## config.mk

```make
export PLATFORM = sky130hd
export DESIGN_NAME = alu_share_ctrl_flat
export DESIGN_NICKNAME = d
export VERILOG_FILES = /design/src/rtl/alu_share_pkg.sv /design/src/rtl/alu_share_if.sv /design/src/rtl/alu_share_rr_arbiter2.sv /design/src/rtl/alu_share_ctrl.sv /design/src/flat_wrapper.sv
export SDC_FILE = /design/constraint.sdc
export NUM_CORES = 1
export LEC_CHECK = 0
export BUFFER_PORTS_ARGS = -buffer_cell sky130_fd_sc_hd__buf_4
export CORE_AREA = 3 3 206 208
export DETAILED_ROUTE_END_ITERATION = 16
export DIE_AREA = 0 0 209 211
export GPL_ROUTABILITY_DRIVEN = 1
export GPL_TIMING_DRIVEN = 0
export PLACE_DENSITY_LB_ADDON = 0.12
export RECOVER_POWER = 25
export SLEW_MARGIN = 20
export SYNTH_ARGS = -nofsm -noshare
export SYNTH_HDL_FRONTEND = slang
export SYNTH_SLANG_ARGS = --single-unit
```

## constraint.sdc

```tcl
create_clock -name clk -period 2.5 [get_ports clk]
set_clock_uncertainty 0.05 [all_clocks]
set_input_delay 0.375 -clock clk [delete_from_list [all_inputs] [get_ports clk]]
set_output_delay 0.375 -clock clk [all_outputs]
set_load 0.01 [all_outputs]
```

## src/rtl/alu_share_pkg.sv

```systemverilog
// alu_share_pkg: shared types for the two-requester ALU sharing controller.
// Holds the controller state enum and the in_signal opcode constants.
package alu_share_pkg;

    typedef enum logic [1:0] {
        IDLE = 2'd0,
        EXEC = 2'd1,
        RESP = 2'd2
    } state_e;

    localparam logic [3:0] OP_ADD  = 4'b0001;
    localparam logic [3:0] OP_ADDI = 4'b0100;
    localparam logic [3:0] OP_SUB  = 4'b0101;
    localparam logic [3:0] OP_AND  = 4'b0011;
    localparam logic [3:0] OP_ANDI = 4'b1100;
    localparam logic [3:0] OP_LD   = 4'b0110;
    localparam logic [3:0] OP_BEQ  = 4'b1001;
    localparam logic [3:0] OP_OR   = 4'b1111;
    localparam logic [3:0] OP_ORI  = 4'b1000;
    localparam logic [3:0] OP_NAND = 4'b1011;

endpackage

```

## src/rtl/alu_share_if.sv

```systemverilog
// alu_share_if: bundle of requester, ALU and response signals.
// slave = controller side, master = requesters/ALU/response consumer side.
interface alu_share_if #(
    parameter int WIDTH = 64,
    parameter int OPW   = 4
);
    logic             req0_valid;
    logic             req0_ready;
    logic [WIDTH-1:0] req0_a;
    logic [WIDTH-1:0] req0_b;
    logic [OPW-1:0]   req0_op;
    logic             req1_valid;
    logic             req1_ready;
    logic [WIDTH-1:0] req1_a;
    logic [WIDTH-1:0] req1_b;
    logic [OPW-1:0]   req1_op;
    logic [WIDTH-1:0] alu_a;
    logic [WIDTH-1:0] alu_b;
    logic [OPW-1:0]   alu_in_signal;
    logic [WIDTH-1:0] alu_result;
    logic             alu_zero;
    logic             alu_cout;
    logic             alu_ovf;
    logic             rsp_valid;
    logic             rsp_ready;
    logic             rsp_id;
    logic [WIDTH-1:0] rsp_result;
    logic             rsp_zero;
    logic             rsp_cout;
    logic             rsp_ovf;

    modport slave (
        input  req0_valid, req0_a, req0_b, req0_op,
        input  req1_valid, req1_a, req1_b, req1_op,
        input  alu_result, alu_zero, alu_cout, alu_ovf,
        input  rsp_ready,
        output req0_ready, req1_ready,
        output alu_a, alu_b, alu_in_signal,
        output rsp_valid, rsp_id, rsp_result,
        output rsp_zero, rsp_cout, rsp_ovf
    );

    modport master (
        output req0_valid, req0_a, req0_b, req0_op,
        output req1_valid, req1_a, req1_b, req1_op,
        output alu_result, alu_zero, alu_cout, alu_ovf,
        output rsp_ready,
        input  req0_ready, req1_ready,
        input  alu_a, alu_b, alu_in_signal,
        input  rsp_valid, rsp_id, rsp_result,
        input  rsp_zero, rsp_cout, rsp_ovf
    );

endinterface

```

## src/rtl/alu_share_rr_arbiter2.sv

```systemverilog
// rr_arbiter2: 2-way grant with a pointer (ptr=0 favours requester 0).
// Ports: clk, rst, en_i (grant allowed), req_i[1:0], gnt_o[1:0] one-hot.
// ALU_SHARE_RR_EN defined: pointer flips to the non-winner on each grant;
// otherwise the pointer is pinned to 0, giving fixed priority to requester 0.
module rr_arbiter2
    import alu_share_pkg::*;
(
    input  logic       clk,
    input  logic       rst,
    input  logic       en_i,
    input  logic [1:0] req_i,
    output logic [1:0] gnt_o
);

    logic ptr_q;
    logic ptr_d;

    always_comb begin
        gnt_o = 2'b00;
        ptr_d = ptr_q;
        if (en_i) begin
            gnt_o[0] = req_i[0] & (~req_i[1] | ~ptr_q);
            gnt_o[1] = req_i[1] & (~req_i[0] |  ptr_q);
        end
`ifdef ALU_SHARE_RR_EN
        // winner 0 -> point at 1, winner 1 -> point at 0
        if (|gnt_o) begin
            ptr_d = gnt_o[0];
        end
`else
        ptr_d = 1'b0;
`endif
    end

    always_ff @(posedge clk) begin
        if (rst) begin
            ptr_q <= 1'b0;
        end else begin
            ptr_q <= ptr_d;
        end
    end

endmodule

```

## src/rtl/alu_share_ctrl.sv

```systemverilog
// alu_share_ctrl: shares one ALU between two requesters, IDLE->EXEC->RESP.
// Ports: clk, rst (sync, active-high), bus (alu_share_if.slave). ALU_SHARE_RR_EN selects round-robin.
module alu_share_ctrl #(
    parameter int WIDTH = 64,
    parameter int OPW   = 4
) (
    input  logic        clk,
    input  logic        rst,
    alu_share_if.slave  bus
);
    import alu_share_pkg::*;

    state_e           state_q, state_d;
    logic [1:0]       gnt;
    logic             arb_en;
    logic [WIDTH-1:0] alu_a_q, alu_a_d;
    logic [WIDTH-1:0] alu_b_q, alu_b_d;
    logic [OPW-1:0]   alu_op_q, alu_op_d;
    logic             rsp_id_q, rsp_id_d;
    logic [WIDTH-1:0] res_q, res_d;
    logic             zero_q, zero_d;
    logic             cout_q, cout_d;
    logic             ovf_q, ovf_d;

    // no grant while reset is held, so the first grant follows its release
    assign arb_en = (state_q == IDLE) && !rst;

    rr_arbiter2 u_arb (
        .clk   (clk),
        .rst   (rst),
        .en_i  (arb_en),
        .req_i ({bus.req1_valid, bus.req0_valid}),
        .gnt_o (gnt)
    );

    always_comb begin
        state_d  = state_q;
        alu_a_d  = alu_a_q;
        alu_b_d  = alu_b_q;
        alu_op_d = alu_op_q;
        rsp_id_d = rsp_id_q;
        res_d    = res_q;
        zero_d   = zero_q;
        cout_d   = cout_q;
        ovf_d    = ovf_q;
        case (state_q)
            IDLE: begin
                if (gnt[1]) begin
                    alu_a_d  = bus.req1_a;
                    alu_b_d  = bus.req1_b;
                    alu_op_d = bus.req1_op;
                    rsp_id_d = 1'b1;
                    state_d  = EXEC;
                end else if (gnt[0]) begin
                    alu_a_d  = bus.req0_a;
                    alu_b_d  = bus.req0_b;
                    alu_op_d = bus.req0_op;
                    rsp_id_d = 1'b0;
                    state_d  = EXEC;
                end
            end
            EXEC: begin
                res_d   = bus.alu_result;
                zero_d  = bus.alu_zero;
                cout_d  = bus.alu_cout;
                ovf_d   = bus.alu_ovf;
                state_d = RESP;
            end
            RESP: begin
                if (bus.rsp_ready) begin
                    state_d = IDLE;
                end
            end
            default: state_d = IDLE;
        endcase
    end

    always_ff @(posedge clk) begin
        if (rst) begin
            state_q  <= IDLE;
            alu_a_q  <= '0;
            alu_b_q  <= '0;
            alu_op_q <= '0;
            rsp_id_q <= 1'b0;
            res_q    <= '0;
            zero_q   <= 1'b0;
            cout_q   <= 1'b0;
            ovf_q    <= 1'b0;
        end else begin
            state_q  <= state_d;
            alu_a_q  <= alu_a_d;
            alu_b_q  <= alu_b_d;
            alu_op_q <= alu_op_d;
            rsp_id_q <= rsp_id_d;
            res_q    <= res_d;
            zero_q   <= zero_d;
            cout_q   <= cout_d;
            ovf_q    <= ovf_d;
        end
    end

    assign bus.req0_ready    = gnt[0];
    assign bus.req1_ready    = gnt[1];
    assign bus.alu_a         = alu_a_q;
    assign bus.alu_b         = alu_b_q;
    assign bus.alu_in_signal = alu_op_q;
    assign bus.rsp_valid     = (state_q == RESP);
    assign bus.rsp_id        = rsp_id_q;
    assign bus.rsp_result    = res_q;
    assign bus.rsp_zero      = zero_q;
    assign bus.rsp_cout      = cout_q;
    assign bus.rsp_ovf       = ovf_q;

endmodule
```

## src/flat_wrapper.sv

```systemverilog
// flat-port wrapper written by rule: the top's interface ports become plain ports
module alu_share_ctrl_flat import alu_share_pkg::*;
#(
    parameter int WIDTH = 64,
    parameter int OPW   = 4
)
  (clk, rst, bus_req0_valid, bus_req0_a, bus_req0_b, bus_req0_op, bus_req1_valid, bus_req1_a, bus_req1_b, bus_req1_op, bus_alu_result, bus_alu_zero, bus_alu_cout, bus_alu_ovf, bus_rsp_ready, bus_req0_ready, bus_req1_ready, bus_alu_a, bus_alu_b, bus_alu_in_signal, bus_rsp_valid, bus_rsp_id, bus_rsp_result, bus_rsp_zero, bus_rsp_cout, bus_rsp_ovf);
  alu_share_if #(.WIDTH(WIDTH), .OPW(OPW)) bus_i ();
  input  logic clk;
  input  logic rst;
  input wire logic [$bits(bus_i.req0_valid)-1:0] bus_req0_valid;
  input wire logic [$bits(bus_i.req0_a)-1:0] bus_req0_a;
  input wire logic [$bits(bus_i.req0_b)-1:0] bus_req0_b;
  input wire logic [$bits(bus_i.req0_op)-1:0] bus_req0_op;
  input wire logic [$bits(bus_i.req1_valid)-1:0] bus_req1_valid;
  input wire logic [$bits(bus_i.req1_a)-1:0] bus_req1_a;
  input wire logic [$bits(bus_i.req1_b)-1:0] bus_req1_b;
  input wire logic [$bits(bus_i.req1_op)-1:0] bus_req1_op;
  input wire logic [$bits(bus_i.alu_result)-1:0] bus_alu_result;
  input wire logic [$bits(bus_i.alu_zero)-1:0] bus_alu_zero;
  input wire logic [$bits(bus_i.alu_cout)-1:0] bus_alu_cout;
  input wire logic [$bits(bus_i.alu_ovf)-1:0] bus_alu_ovf;
  input wire logic [$bits(bus_i.rsp_ready)-1:0] bus_rsp_ready;
  output wire logic [$bits(bus_i.req0_ready)-1:0] bus_req0_ready;
  output wire logic [$bits(bus_i.req1_ready)-1:0] bus_req1_ready;
  output wire logic [$bits(bus_i.alu_a)-1:0] bus_alu_a;
  output wire logic [$bits(bus_i.alu_b)-1:0] bus_alu_b;
  output wire logic [$bits(bus_i.alu_in_signal)-1:0] bus_alu_in_signal;
  output wire logic [$bits(bus_i.rsp_valid)-1:0] bus_rsp_valid;
  output wire logic [$bits(bus_i.rsp_id)-1:0] bus_rsp_id;
  output wire logic [$bits(bus_i.rsp_result)-1:0] bus_rsp_result;
  output wire logic [$bits(bus_i.rsp_zero)-1:0] bus_rsp_zero;
  output wire logic [$bits(bus_i.rsp_cout)-1:0] bus_rsp_cout;
  output wire logic [$bits(bus_i.rsp_ovf)-1:0] bus_rsp_ovf;
  assign bus_i.req0_valid = bus_req0_valid;
  assign bus_i.req0_a = bus_req0_a;
  assign bus_i.req0_b = bus_req0_b;
  assign bus_i.req0_op = bus_req0_op;
  assign bus_i.req1_valid = bus_req1_valid;
  assign bus_i.req1_a = bus_req1_a;
  assign bus_i.req1_b = bus_req1_b;
  assign bus_i.req1_op = bus_req1_op;
  assign bus_i.alu_result = bus_alu_result;
  assign bus_i.alu_zero = bus_alu_zero;
  assign bus_i.alu_cout = bus_alu_cout;
  assign bus_i.alu_ovf = bus_alu_ovf;
  assign bus_i.rsp_ready = bus_rsp_ready;
  assign bus_req0_ready = bus_i.req0_ready;
  assign bus_req1_ready = bus_i.req1_ready;
  assign bus_alu_a = bus_i.alu_a;
  assign bus_alu_b = bus_i.alu_b;
  assign bus_alu_in_signal = bus_i.alu_in_signal;
  assign bus_rsp_valid = bus_i.rsp_valid;
  assign bus_rsp_id = bus_i.rsp_id;
  assign bus_rsp_result = bus_i.rsp_result;
  assign bus_rsp_zero = bus_i.rsp_zero;
  assign bus_rsp_cout = bus_i.rsp_cout;
  assign bus_rsp_ovf = bus_i.rsp_ovf;
  alu_share_ctrl #(.WIDTH(WIDTH), .OPW(OPW)) u_core (.clk(clk), .rst(rst), .bus(bus_i));
endmodule
```

* After elaboration in Yosys (flattened, before gate mapping) *
Index checks and enable logic that the tools add are counted.

storage, ports and cells
  output and inout bits = 203
  bits in registers = 202
  logic and storage cells = 34
  input bits = 336

operators by class
  reduce and logical (&&, ||, !) cells = 6
  equal/unequal tests = 4
  multiplexer cells = 13
  bitwise operators = 2

operators with widths
  operator            count
  $mux 64             4
  $mux 2              4
  $mux 4              2
  $pmux 2 s3          1
  $reduce_and 2->1    2
  $ne 3x1->1 const B  1
  $eq 2x1->1 const B  1
  $eq 2x2->1 const B  1
  $logic_not 2->1     1
  $mux 1              2
  $ne 2x2->1 const B  1
  $reduce_bool 2->1   1
  $and 1x1->1         1
  $logic_and 1x1->1   1
  $logic_not 1->1     1
  $not 1->1           1

* Depth between registers and ports, before layout *
  word-level depth = 6
  mapped depth = 6
  depth with buffers taken out = 3

* Hierarchy *
A second synthesis with hierarchy kept.

second synthesis, totals
  cell total of the unflattened synthesis = 910
  area, all modules = 8744.6 sq um

modules (own cells, without submodules)
  module          seq. area each (sq um)  area each (sq um)  cells each  instances
  alu_share_ctrl  4043.9                  8728.4             908         1
  rr_arbiter2     0.0                     16.3               2           1

* Worst setup path before layout *
No wires, ideal clock.

  path type = register to output
  from = reg u_core.state_q[1]
  to = out bus_req1_ready
  slack = 0.976 ns
  arrival = 1.099 ns
  path buffers = 1
  data required time = 2.075 ns
  stages on the path, launching flop included = 5
  cells stage by stage = dfxtp_1 -> nor3_4 -> buf_2 -> nand2_1 -> nor2_1

between the ends
  word-level cells in the longest chain between the ends = 3

ends and longest elaborated chain
  element                 line                         text
  from (decl)             alu_share_ctrl.sv:13         state_e state_q, state_d;
  from (signal assigned)  alu_share_ctrl.sv:90         state_q <= state_d;
  $logic_not 2->1         alu_share_ctrl.sv:26         assign arb_en = (state_q == IDLE) && !rst;
  $logic_and 1x1->1       alu_share_ctrl.sv:26
  $mux 2                  alu_share_rr_arbiter2.sv:21  if (en_i) begin
  to (decl)               flat_wrapper.sv:25           output wire logic [$bits(bus_i.req1_ready)-1:0] bus_req1_ready;

Every way passes these cells.

* Final worst setup path *
  from = reg u_core.state_q[0]
  to = out bus_req1_ready

The elaborated chain is that of the path after synthesis.

==> summary.md <==
| Metric | Value |
|---|---|
| Outcome | complete, no violations |
| Row count | 74 |
| Final Wtd Congestion | 0.8078 |
| Startpoint Class | flip-flop |
| Die height | 211 µm |
| VDD IR max | 352.5 µV |
| Max_slew headroom | 46.65% |
| Clock sink count | 202 |
| Sw Ratio | 29.72% |
| Netlist Area Pre-Place | 9818 µm² |
| Final core utilization | 36.70% |
| Cts-stage hold buffer count | 0 |
| Die Width | 209 µm |
| Required time worst endpoint | 2080 ps |
| Post-synth top area share | 41.19% |
| Placed insts | 2,255 |
| Mapped Avg Cell Area | 8.271 µm² |
| Synth area leader | dfxtp_1 |
| Seq/Total Area, Yosys | 41.19% |
| Antenna violations before repair | 0 |
| LEAKAGE | 7.126 nW |
| Clk pwr share | 36.5% |
| First-pass GRT wire length | 62,800 µm |
| Via Count | 10,230 |
| Diodes inserted | 0 |
| Root Driver | clkbuf_16 |
| Total GRT Usage | 18.26% |
| Per-cell routed wire length | 18.82 µm |
| H-tree depth | 1 |
| Mapped Cells | 1,187 |
| TritonCTS clock tree | yes |
| Design area | 14,950 µm² |
| DRC viols | 0 |
| Hold crit path type | in2reg |
| Num CTS Buffers | 25 |
| Fillers | 4,422 |
| Register area | 4044 µm² |
| Synth area leaders | dfxtp_1 (41%), a221oi_2 (12%), a22o_1 (12%) |
| Final setup TNS | 0 ps |
| Pin count of the biggest net entering global routing | 12 |
| Post-Layout Cell Count | 2,299 |
| Most frequent cells in the layout | buf_4 (458), inv_1 (264), dfxtp_1 (202) |
| Critical path class | reg2out |
| Seq cells post-synth | 202 |
| Netlist cell types | 19 |
| Top Ports | 539 |
| Power per cell area | 655.8 nW/µm² |
| Routed vias/inst | 4.451 |
| Ys Warns | 0 |
| Global route overflow | 0 |
| Tmin final | 2157 ps |
| Slew Viols, Final | 0 |
| Min Hold Slack | 57.06 ps |
| Pint | 6.891 mW |
| Clock latency on the worst-skew pair | 510 ps |
| Post-route ant nets | 0 |
| Syn Nets | 1,523 |
| MaxCap Viol Count | 0 |
| Core area | 40,740 µm² |
| Reg clk slew, reported paths | 60 ps |
| Final WL | 43,280 µm |
| Area delta synth->final | 52.27% |
| Worst slew pin tran | 800.2 ps |
| Port bufs | 536 |
| CP Data Arrival Time | 1730 ps |
| Die Area | 44,100 µm² |
| RSZ-0062 raised after global routing | no |
| Share of cells above drive strength 1 | 34.97% |
| Multi-input gate area | 4244 µm² |
| Endpoints failing setup | 0 |
| Initial Utilization | 24.10% |
| Drt pass-1 iters | 4 |
| Placed Instance Area | 14,510 µm² |
| Total net switching power | 2.913 mW |
| Number of global-route vias before repair | 10,310 |
| Crit path max fanout | 10 |
| Sequential power share | 38.2% |
| Clock Tree Buf Depth | 3 |
| Crit. End Element | output pin |
| # nets final | 2,088 |
| Final period util | 86.27% |
| Commonest non-fill, non-tap cell in the layout | buf_4 |
| DP HPWL | 34,350 µm |
| Initial drt markers | 432 |
| Fin. Hold Viols | 0 |
| Logic pwr share | 25.4% |
| Achievable Freq | 463.7 MHz |
[final timing paths]
path | startpoint | end | slack, ps | cells after the start
max | u_core.state_q[0] | bus_req1_ready | 340 | 5
min | bus_alu_result[39] | u_core.bus.rsp_result[39] | 60 | 3
max reg2reg | u_core.state_q[1] | u_core.bus.alu_b[49] | 770 | 5
min reg2reg | u_core.bus.rsp_result[16] | u_core.bus.rsp_result[16] | 400 | 2
[routing by layer]
| metal | up-vias | track usage, % | share of wire, % |
|---|---|---|---|
| li1 | 5104 | - | - |
| met1 | 4763 | 21.46 | 40 |
| met2 | 320 | 33.38 | 51 |
| met3 | 45 | 4.886 | 7.0 |
| met4 | 0 | 3.903 | 1.8 |
| met5 | - | 0 | 0 |
[stage by stage]
stage,setup WS [ps],power (mW)
finish,343.3,9.804
global route,207.3,10.31
CTS,305.9,10.10
detailed placement,311.4,6.448
global placement,336.2,6.432
floorplan,975.5,5.071
[critical path: stages, from the launching register on]
cell and delay (ps):
dfxtp_1 360, nor3_4 230, buf_2 280, nand2_1 100
nor2_1 110, buf_4 140
[power groups by stage]
stage / clock [mW] / combinational [mW] / sequential (mW)
6_report: 3.58 / 2.49 / 3.74
4_1_cts: 3.71 / 2.65 / 3.75
5_1_grt: 3.82 / 2.71 / 3.78
3_5_place_dp: 0 / 2.63 / 3.81
3_3_place_gp: 0 / 2.63 / 3.80
2_1_floorplan: 0 / 1.13 / 3.94
[registers in the layout, summed over array words and instances, names as in the netlist]
name and count:
u_core.bus.alu_a 64, u_core.bus.alu_b 64, u_core.bus.alu_in_signal 4, u_core.bus.rsp_cout 1, u_core.bus.rsp_id 1, u_core.bus.rsp_ovf 1, u_core.bus.rsp_result 64, u_core.bus.rsp_zero 1
u_core.state_q 2
[cell families (layout without fill, tap and decap cells)]
kind of cell | Yosys count | after routing | share of synthesized area (%)
buf+inv | 374 | 954 | 15.59
compound gates | 335 | 335 | 32.39
simple gates | 276 | 276 | 10.83
flops | 202 | 202 | 41.19
[synth_stat cells, drive strengths merged]
| cell | number |
|---|---|
| a21oi | 69 |
| a221oi | 132 |
| a22o | 132 |
| and2 | 1 |
| buf | 63 |
| clkbuf | 47 |
| dfxtp | 202 |
| inv | 264 |
| nand2 | 135 |
| nand2b | 3 |
| nor2 | 134 |
| nor2b | 2 |
| nor3 | 1 |
| o21a | 1 |
| o21ai | 1 |
[final cells by class]
| cell class | count | area share [%] |
|---|---|---|
| multi-input cells | 611 | 28.39 |
| flip-flops and latches | 202 | 27.05 |
| repair buffers | 538 | 24.53 |
| inverters | 264 | 6.628 |
| clock buffers | 34 | 4.745 |
| well taps | 532 | 4.452 |
| plain buffers | 110 | 3.607 |
| clock inverters | 8 | 0.6026 |
[timing repair]
| item | in CTS | in global routing |
|---|---|---|
| buffers inserted | 2 | 0 |
| endpoints found under the hold margin | 0 | 0 |
| endpoints found under the setup margin | 2 | 0 |
| resized for setup | 0 | 0 |
(Power assumes the default switching activity.)
